===== src/rtl/time_set_ctrl.sv =====
// ---------------------------------------------------------------------------
// time_set_ctrl
//
// Time-set sequencer for an HH:MM:SS day counter. Two raw push-buttons are
// synchronised and debounced. The mode button walks the sequence
// RUN -> SET_HRS -> SET_MINS -> COMMIT -> RUN. The increment button edits a
// shadow copy of hours/minutes, with auto-repeat while it is held.
// COMMIT issues a one-cycle load of the edited time into the counters. The
// field being edited blinks through a per-digit blank mask.
//
// Ports
//   Clock_50MHz  in   1  system clock, rising edge
//   reset        in   1  synchronous, active-high
//   mode_btn     in   1  raw mode button, active-high, asynchronous
//   inc_btn      in   1  raw increment button, active-high, asynchronous
//   cur_hrs      in   5  live hour count (0..23)
//   cur_mins     in   6  live minute count (0..59)
//   run_en       out  1  1 = seconds prescaler may count
//   load         out  1  one-cycle load strobe for the counters
//   load_hrs     out  5  hour value to load (the shadow hour register)
//   load_mins    out  6  minute value to load (the shadow minute register)
//   blank        out  6  1 = digit dark; [5:4] hrs, [3:2] mins, [1:0] secs
//   set_state    out  2  00 RUN, 01 SET_HRS, 10 SET_MINS, 11 COMMIT
//
// There are no valid/ready handshakes in this block. Every button event is a
// single-cycle pulse. It is consumed in the cycle it appears, or it is lost.
// ---------------------------------------------------------------------------

// Per-button input path: a 2-flop synchroniser, then a stable-level counter.
// It emits a registered one-cycle evt on an accepted press. With REPEAT_EN
// set, evt also pulses for auto-repeat while the accepted level stays high.
module time_set_ctrl_debounce #(
    parameter int DEBOUNCE_CYCLES = 1000000,
    parameter bit REPEAT_EN       = 1'b0,
    parameter int REPEAT_DELAY    = 25000000,
    parameter int REPEAT_PERIOD   = 5000000
) (
    input  logic clk,
    input  logic reset,
    input  logic raw,
    output logic evt
);
    localparam int CW = (DEBOUNCE_CYCLES > 1) ? $clog2(DEBOUNCE_CYCLES) : 1;
    localparam int RW = $clog2(REPEAT_DELAY + 1);

    logic          sync1;
    logic          sync2;
    logic          level;
    logic [CW-1:0] stable_cnt;
    logic [RW-1:0] rep_cnt;

    always_ff @(posedge clk) begin
        if (reset) begin
            sync1      <= 1'b0;
            sync2      <= 1'b0;
            level      <= 1'b0;
            stable_cnt <= '0;
            rep_cnt    <= '0;
            evt        <= 1'b0;
        end else begin
            sync1 <= raw;
            sync2 <= sync1;
            evt   <= 1'b0;

            // stable_cnt counts consecutive cycles in which the synchronised
            // level differs from the accepted one. Any return to the
            // accepted level restarts the count.
            if (sync2 == level) begin
                stable_cnt <= '0;
            end else if (stable_cnt == CW'(DEBOUNCE_CYCLES - 1)) begin
                level      <= sync2;
                stable_cnt <= '0;
                if (sync2) begin
                    evt <= 1'b1;
                end
            end else begin
                stable_cnt <= stable_cnt + CW'(1);
            end

            // rep_cnt is the number of cycles since the press while the
            // level is held. After a repeat, it is rewound so that the next
            // hit comes REPEAT_PERIOD cycles later. A press needs
            // level == 0, so it can never coincide with a repeat.
            if (REPEAT_EN && level) begin
                if (rep_cnt == RW'(REPEAT_DELAY - 1)) begin
                    evt     <= 1'b1;
                    rep_cnt <= RW'(REPEAT_DELAY - REPEAT_PERIOD);
                end else begin
                    rep_cnt <= rep_cnt + RW'(1);
                end
            end else begin
                rep_cnt <= '0;
            end
        end
    end
endmodule

module time_set_ctrl #(
    parameter int CLK_HZ          = 50000000,
    parameter int BLINK_HZ        = 2,
    parameter int DEBOUNCE_CYCLES = 1000000,
    parameter int REPEAT_DELAY    = 25000000,
    parameter int REPEAT_PERIOD   = 5000000
) (
    input  logic       Clock_50MHz,
    input  logic       reset,
    input  logic       mode_btn,
    input  logic       inc_btn,
    input  logic [4:0] cur_hrs,
    input  logic [5:0] cur_mins,
    output logic       run_en,
    output logic       load,
    output logic [4:0] load_hrs,
    output logic [5:0] load_mins,
    output logic [5:0] blank,
    output logic [1:0] set_state
);
    localparam int HALF = CLK_HZ / (2 * BLINK_HZ);
    localparam int BW   = (HALF > 1) ? $clog2(HALF) : 1;

    typedef enum logic [1:0] {
        ST_RUN    = 2'b00,
        ST_HRS    = 2'b01,
        ST_MINS   = 2'b10,
        ST_COMMIT = 2'b11
    } state_t;

    state_t        state;
    logic          mode_evt;
    logic          inc_evt;
    logic [BW-1:0] blink_cnt;
    logic          phase;

    time_set_ctrl_debounce #(
        .DEBOUNCE_CYCLES(DEBOUNCE_CYCLES),
        .REPEAT_EN      (1'b0),
        .REPEAT_DELAY   (REPEAT_DELAY),
        .REPEAT_PERIOD  (REPEAT_PERIOD)
    ) u_mode (
        .clk  (Clock_50MHz),
        .reset(reset),
        .raw  (mode_btn),
        .evt  (mode_evt)
    );

    time_set_ctrl_debounce #(
        .DEBOUNCE_CYCLES(DEBOUNCE_CYCLES),
        .REPEAT_EN      (1'b1),
        .REPEAT_DELAY   (REPEAT_DELAY),
        .REPEAT_PERIOD  (REPEAT_PERIOD)
    ) u_inc (
        .clk  (Clock_50MHz),
        .reset(reset),
        .raw  (inc_btn),
        .evt  (inc_evt)
    );

    // The state register is itself the debug/status output.
    assign set_state = state;

    // load_hrs/load_mins are the shadow edit registers. They are loaded on
    // entry to SET_HRS, stepped by inc_evt, and left alone in RUN/COMMIT.
    // blank is registered from the next-cycle phase, so it changes on the
    // same edge as the phase flop.
    always_ff @(posedge Clock_50MHz) begin
        if (reset) begin
            state     <= ST_RUN;
            run_en    <= 1'b1;
            load      <= 1'b0;
            load_hrs  <= '0;
            load_mins <= '0;
            blank     <= '0;
            blink_cnt <= '0;
            phase     <= 1'b0;
        end else begin
            load <= 1'b0;
            case (state)
                ST_RUN: begin
                    run_en <= 1'b1;
                    blank  <= '0;
                    if (mode_evt) begin
                        state     <= ST_HRS;
                        run_en    <= 1'b0;
                        load_hrs  <= (cur_hrs > 5'd23) ? 5'd0 : cur_hrs;
                        load_mins <= (cur_mins > 6'd59) ? 6'd0 : cur_mins;
                        blink_cnt <= '0;
                        phase     <= 1'b0;
                    end
                end

                ST_HRS: begin
                    run_en <= 1'b0;
                    if (mode_evt) begin
                        // mode wins over a coincident inc_evt, which is dropped
                        state     <= ST_MINS;
                        blink_cnt <= '0;
                        phase     <= 1'b0;
                        blank     <= '0;
                    end else if (inc_evt) begin
                        load_hrs  <= (load_hrs == 5'd23) ? 5'd0 : load_hrs + 5'd1;
                        blink_cnt <= '0;
                        phase     <= 1'b0;
                        blank     <= '0;
                    end else if (blink_cnt == BW'(HALF - 1)) begin
                        blink_cnt <= '0;
                        phase     <= ~phase;
                        blank     <= {~phase, ~phase, 4'b0000};
                    end else begin
                        blink_cnt <= blink_cnt + BW'(1);
                        blank     <= {phase, phase, 4'b0000};
                    end
                end

                ST_MINS: begin
                    run_en <= 1'b0;
                    if (mode_evt) begin
                        state <= ST_COMMIT;
                        load  <= 1'b1;
                        blank <= '0;
                    end else if (inc_evt) begin
                        load_mins <= (load_mins == 6'd59) ? 6'd0 : load_mins + 6'd1;
                        blink_cnt <= '0;
                        phase     <= 1'b0;
                        blank     <= '0;
                    end else if (blink_cnt == BW'(HALF - 1)) begin
                        blink_cnt <= '0;
                        phase     <= ~phase;
                        blank     <= {2'b00, ~phase, ~phase, 2'b00};
                    end else begin
                        blink_cnt <= blink_cnt + BW'(1);
                        blank     <= {2'b00, phase, phase, 2'b00};
                    end
                end

                ST_COMMIT: begin
                    // A single cycle with load high. Events arriving now are ignored.
                    state  <= ST_RUN;
                    run_en <= 1'b1;
                    blank  <= '0;
                end

                default: begin
                    state  <= ST_RUN;
                    run_en <= 1'b1;
                    blank  <= '0;
                end
            endcase
        end
    end
endmodule


===== config.mk =====
export PLATFORM = sky130hd
export DESIGN_NAME = time_set_ctrl
export DESIGN_NICKNAME = d
export VERILOG_FILES = /design/src/rtl/time_set_ctrl.sv
export SDC_FILE = /design/constraint.sdc
export NUM_CORES = 1
export LEC_CHECK = 0
export BUFFER_PORTS_ARGS = -buffer_cell sky130_fd_sc_hd__buf_4
export CORE_MARGIN = 2
export CORE_UTILIZATION = 40
export DETAILED_ROUTE_END_ITERATION = 16
export PLACE_DENSITY_LB_ADDON = 0.08
export SYNTH_ARGS = -nofsm -noshare
export SYNTH_HDL_FRONTEND = slang
export SYNTH_SLANG_ARGS = --single-unit

===== constraint.sdc =====
create_clock -name Clock_50MHz -period 3.25 [get_ports Clock_50MHz]
set_input_delay 0.4875 -clock Clock_50MHz [delete_from_list [all_inputs] [get_ports Clock_50MHz]]
set_output_delay 0.4875 -clock Clock_50MHz [all_outputs]
set_load 0.1 [all_outputs]

==> key figures <==
Synth
  • Post-Synthesis Cells: roughly 660
  • Asr flop ratio synth: 0%
  • Post-Syn Area: 5441 um2
  • Synth Area per Inst: ~8.3 um2
  • Leading area contributor after synthesis: dfxtp_1
  • Ys flop type: dfxtp_1
  • Post-synth EDFFs: 0
  • Netlist cell types: 56
  • Post-synth top area share: a little over two fifths
  • Synthesized flop and latch total: roughly 120
  • Synth top area cells: dfxtp_1 42%, nor2_1 7.9%, xnor2_1 7.7%
  • Register area share after synthesis: 42.31%
  • Yosys warnings: 0

Route
  • Post-route antenna net violation count: 0
  • Drt drc: 0
  • Via Count: roughly 4600
  • Iteration-0 DRC Markers: 265
  • Vias per cell: ~5.3
  • Drt pass-1 iters: 4
  • DR WL/cell: between 10 and 15 um
  • Final wirelength: 11910 um

Global routing
  • Vias in the first global route: 4342
  • First-pass GRT wire length: around 20000 um
  • Initial antenna violation count: 0
  • Total grt overflow: 0
  • Overall Global Routing Usage: 17.30%
  • Largest net degree at the start of global routing: 25

Finish
  • Final nets: 713
  • Core Util, Final: between 40% and 50%
  • Most frequent cells in the layout: 115 x dfxtp_1, 114 x nor2_1, 60 x nand2_1
  • Area grow syn2layout: 17.73%
  • Commonest non-fill, non-tap cell in the layout: dfxtp_1
  • Fill count: 1324
  • Share of layout cells above drive strength 1: a little over a tenth
  • Ant. Diodes: 0

Critical path
  • Kind of critical path: reg2reg
  • Crit path max-delay family: compound AO/OA/AOI/OAI gates
  • Critical Path Max Stage Delay: ~0.37 ns
  • Critical path, cell by cell: inv_1, ha_1, nand2b_1, a211o_1, a21oi_2, buf_4, nand4b_1, a31oi_1
  • CP Max Fanout: 11
  • CP arrival: about 2.7 ns
  • CP Capture Type: flop
  • Element type at the critical path start: flop
  • Crit path buf inv count: 2
  • Worst endpoint required time: 3.59 ns
  • Slowest CP cell: ha_1

Timing
  • Final hold vios: 0
  • Slew HR: 46.05%
  • Final setup TNS: 0 ns
  • Worst-Margin Slew: ~0.80 ns
  • Max Fclk: 424.0 MHz
  • # setup viols final: 0
  • Max-slew violation count: 0
  • Tmin final: between 2 and 2.5 ns
  • RSZ-0062 raised after global routing: no
  • Layout Skew: around 0.0056 ns
  • Final worst-path cycle share: ~73%
  • Worst hold slack: about 0.29 ns

Die
  • Die Ht: roughly 120 um
  • Die Wd: about 120 um
  • Core area: 13240 um2
  • Die area: about 15000 um2
  • # IOs: 36
  • Row count: 42
  • Initial Util: between 40% and 50%

Outcome
  • Status: completed

Clock tree
  • Clock tree buffer depth: 2
  • # resized after CTS: 0
  • CTS tree: yes
  • Clock latency on the worst-skew pair: roughly 0.4 ns
  • Clock slew at reported path FFs: ~0.05 ns
  • Post-CTS Repair Setup Buffers: 0
  • Clk sink count: approximately 120
  • Root Driver: clkbuf_16
  • Hold_buf cts: 0
  • Max H-tree Level: 4
  • Cts bufs inserted: 17

Pwr
  • Net Switching: between 600 and 700 uW
  • Logic pwr share: under 10%
  • Reg power frac: between 40 and 50%
  • P per Cell Area: 521.0 nW/um2
  • Pint: between 2 and 3 mW
  • Lkg Pwr: 2.102 nW
  • Peak supply drop: ~0.37 mV
  • Switching share of power: 20.42%
  • Clock power frac: between 50% and 60%

Flow run
  • Number of max-cap violations: 0

Placed design
  • Final GP Congestion: between 0.8 and 0.9
  • I/O Buffers: 33
  • Post-DP HPWL: 8346 um

Hold path
  • Hold Crit Class: in2reg
power by group through the flow:
stage / Sequential [mW] / Combinational, mW / Clock, mW
after floorplan: 1.45 / 0.0352 / 0
after global placement: 1.45 / 0.0529 / 0
after detailed placement: 1.45 / 0.0534 / 0
after CTS: 1.42 / 0.0536 / 1.91
after global routing: 1.42 / 0.0580 / 1.97
final: 1.42 / 0.0525 / 1.87
worst reg2reg max path, stage by stage, from the launching register on:
cell and delay (ns):
dfxtp_1 0.36, inv_1 0.10, ha_1 0.37, nand2b_1 0.18, a211o_1 0.37, a21oi_2 0.36, buf_4 0.27, nand4b_1 0.12
a31oi_1 0.17
through the flow:
step	power, mW	worst slack (ns)	cells	instance area, um2
3_3_place_gp	1.498	0.9683	845	5808
2_1_floorplan	1.480	0.4205	659	5445
5_1_grt	3.446	0.6997	876	6406
3_5_place_dp	1.499	0.9124	845	5808
6_report	3.337	0.8914	876	6406
4_1_cts	3.375	0.8982	876	6406
area by class of cell:
type	instances	area (um2)	area share (%)
Multi-Input combinational cell	500	2948	46.02
Timing Repair Buffer	36	270.3	4.219
Clock buffer	23	498.0	7.773
Tap cell	176	220.2	3.437
Inverter	18	67.56	1.055
Clock inverter	8	100.1	1.563
Sequential cell	115	2302	35.94
cell families after synthesis:
family                   share of synthesized area (%)
AND/OR/NAND/NOR                                  31.64
flip-flops                                       42.31
XOR/XNOR                                         11.59
AO/OA/AOI/OAI                                    7.772
buffers and inverters                            3.587
adder cells (fa/ha/maj)                          2.299
multiplexers                                    0.7358
other                                          0.06892
synth_stat cells, types with 15 or more instances:
library cell	instances
nand2_1	60
nor3_1	21
nor4_1	15
o21ai_0	17
xor2_1	24
nor2_1	114
inv_1	18
xnor2_1	48
nand3_1	41
dfxtp_1	115
nand4_1	22
a21oi_1	15
and3_1	17
flip-flops by register name, indices dropped and copies added, names as in the netlist:
register	cells
u_inc.rep_cnt	25
blink_cnt	24
u_inc.stable_cnt	20
u_mode.stable_cnt	20
load_mins	6
load_hrs	5
blank	2
set_state	2
load	1
phase	1
run_en	1
u_inc.evt	1
u_inc.level	1
u_inc.sync1	1
u_inc.sync2	1
u_mode.evt	1
u_mode.level	1
u_mode.sync1	1
u_mode.sync2	1
path summary, 6_finish.rpt:
path                                                      from                             end  slack [ns]  depth (start not counted)
worst max-delay path                 set_state[1]$_SDFFE_PP0P_       blink_cnt[2]$_SDFFE_PP0P_        0.89                          8
worst max register to register       set_state[1]$_SDFFE_PP0P_       blink_cnt[2]$_SDFFE_PP0P_        0.89                          8
worst min-delay path                                   inc_btn          u_inc.sync1$_SDFF_PP0_        0.29                          2
worst min register to register  u_inc.stable_cnt[0]$_SDFF_PP0_  u_inc.stable_cnt[0]$_SDFF_PP0_        0.45                          1
layer usage:
layer	track usage [%]	up-vias	part of all wire [%]
li1	-	2338	-
met1	22.02	2158	49
met5	0	-	0
met3	4.528	15	3.9
met2	27.75	88	46
met4	7.195	0	1.6
Power figures use the tool's default switching activity.
